$ cat src/rtl/cache_access_gen.sv
// cache_access_gen: programmable address-stream generator for the L1 request port.
// Produces SEQ / LOOP / RAND / DESC address streams under a valid/ready handshake
// and counts accepted beats. All address arithmetic wraps modulo 2^ADDR_WIDTH.
// ADDR_WIDTH must not exceed 16, since RAND takes its offset from the 16-bit LFSR.
module cache_access_gen #(
    parameter int unsigned ADDR_WIDTH = 11,
    parameter int unsigned LEN_WIDTH  = 16,
    parameter logic [15:0] LFSR_SEED  = 16'hACE1
) (
    input  logic                  clk,
    input  logic                  rst_n,
    input  logic                  start,
    input  logic [1:0]            mode,
    input  logic [ADDR_WIDTH-1:0] base_addr,
    input  logic [ADDR_WIDTH-1:0] stride,
    input  logic [LEN_WIDTH-1:0]  length,
    input  logic [LEN_WIDTH-1:0]  win_len,
    input  logic                  abort,
    output logic                  req_valid,
    output logic [ADDR_WIDTH-1:0] req_addr,
    input  logic                  req_ready,
    output logic                  busy,
    output logic                  done,
    output logic [31:0]           issued_count
);

    typedef enum logic [1:0] {
        ST_IDLE,
        ST_RUN,
        ST_DONE
    } state_e;

    typedef enum logic [1:0] {
        MODE_SEQ  = 2'd0,
        MODE_LOOP = 2'd1,
        MODE_RAND = 2'd2,
        MODE_DESC = 2'd3
    } mode_e;

    state_e                state;
    mode_e                 mode_q;
    logic [ADDR_WIDTH-1:0] base_q;
    logic [ADDR_WIDTH-1:0] stride_q;
    logic [LEN_WIDTH-1:0]  length_q;
    logic [LEN_WIDTH-1:0]  win_q;      // effective window, never 0
    logic [LEN_WIDTH-1:0]  beat_idx;   // index of the beat currently offered
    logic [LEN_WIDTH-1:0]  win_idx;    // position inside the LOOP window
    logic [15:0]           lfsr;

    logic [15:0]           lfsr_step;
    logic                  win_wrap;
    logic                  last_beat;
    logic [ADDR_WIDTH-1:0] next_addr;
    logic [ADDR_WIDTH-1:0] first_addr;

    // Next-beat address, LFSR advance and end-of-stream / end-of-window detection
    always_comb begin
        // Fibonacci LFSR, taps 16,14,13,11 (bits 0,2,3,5 in right-shift form)
        lfsr_step  = {lfsr[0] ^ lfsr[2] ^ lfsr[3] ^ lfsr[5], lfsr[15:1]};
        win_wrap   = (win_idx == win_q - LEN_WIDTH'(1));
        last_beat  = (beat_idx == length_q - LEN_WIDTH'(1));
        first_addr = (mode_e'(mode) == MODE_RAND) ? base_addr + LFSR_SEED[ADDR_WIDTH-1:0]
                                                  : base_addr;
        next_addr  = req_addr;
        case (mode_q)
            MODE_SEQ:  next_addr = req_addr + stride_q;
            MODE_LOOP: next_addr = win_wrap ? base_q : req_addr + stride_q;
            MODE_RAND: next_addr = base_q + lfsr_step[ADDR_WIDTH-1:0];
            MODE_DESC: next_addr = req_addr - stride_q;
            default:   next_addr = req_addr;
        endcase
    end

    // Control FSM with registered handshake outputs, command latch and beat counter
    always_ff @(posedge clk or negedge rst_n) begin
        if (!rst_n) begin
            state        <= ST_IDLE;
            // NOTE: command registers are reset too, so a mid-stream reset leaves
            // no stale stream parameters behind for the next command to trip over.
            mode_q       <= MODE_SEQ;
            base_q       <= '0;
            stride_q     <= '0;
            length_q     <= '0;
            win_q        <= '0;
            beat_idx     <= '0;
            win_idx      <= '0;
            lfsr         <= LFSR_SEED;
            req_valid    <= 1'b0;
            req_addr     <= '0;
            busy         <= 1'b0;
            done         <= 1'b0;
            issued_count <= '0;
        end else begin
            // NOTE: non-blocking assignments throughout, so every branch below sees
            // the pre-edge register values regardless of statement order.
            case (state)
                ST_IDLE: begin
                    if (start) begin
                        mode_q       <= mode_e'(mode);
                        base_q       <= base_addr;
                        stride_q     <= stride;
                        length_q     <= length;
                        win_q        <= (win_len == '0) ? LEN_WIDTH'(1) : win_len;
                        beat_idx     <= '0;
                        win_idx      <= '0;
                        lfsr         <= LFSR_SEED;
                        issued_count <= '0;
                        if (length != '0) begin
                            state     <= ST_RUN;
                            req_valid <= 1'b1;
                            busy      <= 1'b1;
                            req_addr  <= first_addr;
                        end else begin
                            state <= ST_DONE;
                            done  <= 1'b1;
                        end
                    end
                end
                ST_RUN: begin
                    // req_valid is always high here, so ready alone is a handshake;
                    // abort takes priority and the coincident beat is dropped
                    if (abort) begin
                        state     <= ST_DONE;
                        req_valid <= 1'b0;
                        busy      <= 1'b0;
                        done      <= 1'b1;
                    end else if (req_ready) begin
                        issued_count <= issued_count + 32'd1;
                        lfsr         <= lfsr_step;
                        if (last_beat) begin
                            state     <= ST_DONE;
                            req_valid <= 1'b0;
                            busy      <= 1'b0;
                            done      <= 1'b1;
                        end else begin
                            beat_idx <= beat_idx + LEN_WIDTH'(1);
                            win_idx  <= win_wrap ? '0 : win_idx + LEN_WIDTH'(1);
                            req_addr <= next_addr;
                        end
                    end
                end
                ST_DONE: begin
                    state <= ST_IDLE;
                    done  <= 1'b0;
                end
                default: begin
                    state <= ST_IDLE;
                end
            endcase
        end
    end

endmodule

$ cat config.mk
export PLATFORM = sky130hd
export DESIGN_NAME = cache_access_gen
export DESIGN_NICKNAME = d
export VERILOG_FILES = /design/src/rtl/cache_access_gen.sv
export SDC_FILE = /design/constraint.sdc
export NUM_CORES = 1
export LEC_CHECK = 0
export CAP_MARGIN = 20
export CORE_MARGIN = 10
export CORE_UTILIZATION = 30
export DETAILED_ROUTE_END_ITERATION = 12
export SLEW_MARGIN = 10
export SYNTH_ARGS = -nofsm -noshare
export SYNTH_HDL_FRONTEND = slang
export SYNTH_SLANG_ARGS = --single-unit
$ cat constraint.sdc
create_clock -name clk -period 3.7 [get_ports clk]
set_input_delay 0.555 -clock clk [delete_from_list [all_inputs] [get_ports clk]]
set_output_delay 0.555 -clock clk [all_outputs]
set_load 0.02 [all_outputs]
==> results.txt <==
The count of nets left with antenna violations once routing finished came out at 0. The post-synthesis cell count is 1083. The placed cell count is 1598.

The sum of overflow across all layers after global routing came out at 0. The number of ports placed on the die boundary is 107. The buffer depth of the longest clock path is 2.

STA classifies the critical path endpoint as a register. The final period utilization came out at 0.934. The number of sinks handled by clock tree synthesis is 151. The internal power of the cells came out at 5.49 mW. The compound-gate portion of the synthesized area was 0.155. The tree is rooted in a sky130_fd_sc_hd__clkbuf_16. In this run the power density over the cells is 820 mW/mm^2. The final standard cell count with taps included and fillers excluded came out at 1630. The area growth from synthesis to layout is 20.9%.

The parity-gate share of the synthesized area counting xor and xnor cells is 0.0942. The number of nets in the layout came out at 1278. The first global-routing pass estimated 44900 um of wire. The number of antenna violations at the first check in global routing is 2. The main combinational cell family by area after synthesis is simple AND/OR/NAND/NOR gates. TritonCTS built the clock tree. The worst slew margin relative to its limit is 0.459. The setup skew after layout is 15.9 ps. After clock tree synthesis, the clock-pin slew on the worst setup and hold paths is 70 ps. The detailed placement HPWL came out at 20300 um. The clock power share is 0.169. Of the total synthesized cell area, the portion taken by full adders, half adders and majority gates is 0.0546. At the pin with the least slew margin, the transition time is 812 ps. The number of failing setup endpoints in the final timing report is 0.

The tightest min-delay check is of the primary input to async pin type. The average instance area after synthesis came out at 9.27 um^2. The time the worst path needs with I/O delays and setup came out at 3460 ps. The flow ran to the end, and the final reports show no timing, DRC or antenna violations. The critical path class is register to register. The vertical die dimension came out at 203 um. The post-synthesis sequential element count is 151. The post-synthesis sequential area ratio came out at 0.377.

The minimum setup slack after placement is 312 ps. The number of flops mapped to enable cells by yosys came out at 0. The post-synthesis async set-or-reset flop share is 1.00.

The site row count is 66. The least setup slack across all paths after layout is 244 ps. The global placement routability congestion is 0.905. The worst hold-check slack came out at 128 ps. The largest fanout on the critical path is 9. The via density per instance came out at 5.13. The routed layout has 8358 vias. Post-CTS repair changed the size of 0 cells. The number of buffers added on ports came out at 106. The layout has 3342 filler cells.

The H-tree depth is 4. The total count of max-transition violations in the final report is 0. Data on the critical path arrives at its endpoint at 3780 ps. The switching power came out at 4.47 mW. Setup repair after global routing left no endpoint under its margin.

The basic-gate share of the synthesized area counting and, or, nand and nor cells is 0.201. In the final layout, the share of cells above drive strength 1 is 0.116. The peak supply drop is 0.000490 V.

The switching part of the total power came out at 0.448. The mux contribution to synthesized area came out at 0.0772. The buffer count from post-CTS setup fixing came out at 0. Derived from the worst setup path, the maximum achievable clock frequency is 289 MHz. The via count of the first global-routing pass was 8214. The count of hold-fix buffers inserted at cts is 0. Entering global routing, the biggest net connects 72 pins. The synthesized netlist occupies a cell area of 0.0100 mm^2. STA classifies the critical path startpoint as a register. The count of warnings emitted by yosys came out at 0. Clock latency on the worst-skew pair, taken at its later pin, is 440 ps.

The detailed router's first-iteration violation count is 570. The overall global routing resource usage came out at 0.135. In the final timing run, aggregate negative setup slack is 0 ps.

The floorplan step defined a die boundary enclosing 0.0412 mm^2. The most used flip-flop cell after synthesis is sky130_fd_sc_hd__dfrtp_1. Across the run, the number of max-cap violations was 0.

The final count of hold timing violations is 0. The analysis attributes to cell leakage a power of 5.03 nW. The worst reg2reg path depth came out at 11.

The share of total power dissipated in sequential elements is 0.292. The combinational cell fraction of total power came out at 0.538. Summed over all layers, the routed wires come to 27800 um. The endpoint required time on the critical path came out at 4030 ps. The average wire per standard cell is 17.1 um. The number of iterations in the first detailed-routing pass came out at 5. The DRC violation count after routing is 0. Synthesis instantiated 83 different standard cells from the library. The clock buffer count from CTS is 17.

The post-synth net total came out at 1186. In this run the standard cell core region covers 0.0328 mm^2. The effective utilization at floorplan is 0.306.

In this run the horizontal extent of the chip is 203 um.
[layer usage]
layer / global-route usage / wire length (um)
met5: 0 / 0
met1: 0.171 / 12700
met2: 0.216 / 13000
met4: 0.0453 / 489
met3: 0.0365 / 1620
[kinds of logic after synthesis]
family | Yosys count
buffers and inverters | 100
adders and majority gates | 42
AOI/OAI and AO/OA | 221
and+or+nand+nor | 391
muxes | 70
DFF | 151
xor gates and xnor gates | 108
[cell usage after synthesis, types with 7 or more instances]
cell type | n | share of area
sky130_fd_sc_hd__o2111ai_1 | 8 | 0.0070
sky130_fd_sc_hd__xor2_1 | 53 | 0.046
sky130_fd_sc_hd__nor2_1 | 83 | 0.031
sky130_fd_sc_hd__a31oi_1 | 12 | 0.0075
sky130_fd_sc_hd__and2_1 | 7 | 0.0044
sky130_fd_sc_hd__mux2i_1 | 10 | 0.010
sky130_fd_sc_hd__a21o_1 | 10 | 0.0075
sky130_fd_sc_hd__a22o_1 | 13 | 0.011
sky130_fd_sc_hd__nand3_1 | 51 | 0.025
sky130_fd_sc_hd__nor2b_1 | 16 | 0.010
sky130_fd_sc_hd__clkbuf_1 | 36 | 0.013
sky130_fd_sc_hd__dfstp_2 | 8 | 0.021
sky130_fd_sc_hd__xnor2_1 | 55 | 0.048
sky130_fd_sc_hd__and3_1 | 22 | 0.014
sky130_fd_sc_hd__nor3_1 | 33 | 0.016
sky130_fd_sc_hd__o21ai_0 | 54 | 0.027
sky130_fd_sc_hd__nand2b_1 | 11 | 0.0069
sky130_fd_sc_hd__nor4_1 | 16 | 0.010
sky130_fd_sc_hd__mux2_2 | 60 | 0.067
sky130_fd_sc_hd__nand4_1 | 10 | 0.0062
sky130_fd_sc_hd__inv_1 | 49 | 0.018
sky130_fd_sc_hd__dfrtp_1 | 143 | 0.36
sky130_fd_sc_hd__nand3b_1 | 9 | 0.0067
sky130_fd_sc_hd__ha_1 | 39 | 0.049
sky130_fd_sc_hd__o211ai_1 | 12 | 0.0090
sky130_fd_sc_hd__a21oi_1 | 38 | 0.019
sky130_fd_sc_hd__nand2_1 | 93 | 0.035
[power by group through the flow]
stage | clock network (mW) | registers (mW) | logic, mW
final | 1.69 | 2.91 | 5.36
after global routing | 1.81 | 3.00 | 5.95
after CTS | 1.74 | 2.92 | 5.34
after detailed placement | 0 | 2.94 | 5.29
after global placement | 0 | 2.93 | 5.23
after floorplan | 0 | 2.69 | 4.06
[area by class of cell]
type,instances,area [um^2],area share
clock buffer,19,443,0.0365
antenna,2,5.00,0.000412
timing repair buffer,124,1210,0.0997
clock inverter,11,103,0.00845
inverter,49,184,0.0151
sequential,151,3790,0.312
tap,442,553,0.0456
multi-input combinational,832,5850,0.482
[metrics by stage]
step	cell area, um^2	utilization	power [mW]
after floorplan	10000	-	6.74
final	12100	0.370	9.96
after detailed placement	11600	0.354	8.23
after global routing	12100	0.370	10.8
after CTS	12100	0.370	10.0
after global placement	11600	0.354	8.16
[worst max-delay path, stage by stage, from the launching register on]
cell	delay, ps
sky130_fd_sc_hd__dfrtp_1	410
sky130_fd_sc_hd__inv_1	70
sky130_fd_sc_hd__ha_1	240
sky130_fd_sc_hd__or4b_1	480
sky130_fd_sc_hd__nor4_1	380
sky130_fd_sc_hd__xnor2_1	180
sky130_fd_sc_hd__o21ai_0	100
sky130_fd_sc_hd__and4_1	310
sky130_fd_sc_hd__a211oi_4	550
sky130_fd_sc_hd__buf_4	260
sky130_fd_sc_hd__nand2_2	80
sky130_fd_sc_hd__o31ai_1	300
[layout by cell type, fill, tap and decap left out, types with 5 or more instances in the layout]
cell type / Yosys / final
sky130_fd_sc_hd__nand4_1: 10 / 10
sky130_fd_sc_hd__xor2_1: 53 / 53
sky130_fd_sc_hd__clkbuf_16: 0 / 17
sky130_fd_sc_hd__mux2_2: 60 / 60
sky130_fd_sc_hd__buf_4: 2 / 17
sky130_fd_sc_hd__and2_1: 7 / 7
sky130_fd_sc_hd__a21oi_1: 38 / 38
sky130_fd_sc_hd__a21o_1: 10 / 10
sky130_fd_sc_hd__mux2i_1: 10 / 10
sky130_fd_sc_hd__or3_1: 6 / 6
sky130_fd_sc_hd__o211ai_1: 12 / 12
sky130_fd_sc_hd__dfstp_2: 8 / 8
sky130_fd_sc_hd__nor2b_1: 16 / 16
sky130_fd_sc_hd__a211oi_1: 6 / 6
sky130_fd_sc_hd__clkdlybuf4s50_1: 0 / 105
sky130_fd_sc_hd__o2111ai_1: 8 / 8
sky130_fd_sc_hd__and3_1: 22 / 22
sky130_fd_sc_hd__or4_1: 5 / 5
sky130_fd_sc_hd__nand3_1: 51 / 51
sky130_fd_sc_hd__o31ai_1: 5 / 5
sky130_fd_sc_hd__nor4_1: 16 / 16
sky130_fd_sc_hd__nor2_1: 83 / 82
sky130_fd_sc_hd__inv_1: 49 / 49
sky130_fd_sc_hd__nand2b_1: 11 / 11
sky130_fd_sc_hd__nor3_1: 33 / 33
sky130_fd_sc_hd__dfrtp_1: 143 / 143
sky130_fd_sc_hd__a22o_1: 13 / 13
sky130_fd_sc_hd__xnor2_1: 55 / 55
sky130_fd_sc_hd__o2bb2ai_1: 5 / 5
sky130_fd_sc_hd__a31oi_1: 12 / 12
sky130_fd_sc_hd__nand2_1: 93 / 92
sky130_fd_sc_hd__nand3b_1: 9 / 9
sky130_fd_sc_hd__ha_1: 39 / 39
sky130_fd_sc_hd__o21ai_0: 54 / 54
[final timing paths]
kind,start,endpoint,slack (ps)
max in group asynchronous,rst_n,lfsr[15],2700
min in group clk,lfsr[13],lfsr[13],460
max reg2reg,length_q[0],req_addr[1],240
min,rst_n,stride_q[2],130
min reg2reg,lfsr[13],lfsr[13],460
max,length_q[0],req_addr[1],240
[registers in the layout, summed over array words and instances (netlist names), 16 cells and up]
name / count
win_idx: 16
issued_count: 32
lfsr: 16
win_q: 16
length_q: 16
beat_idx: 16
Note: power is estimated with default switching activity, not from simulation.
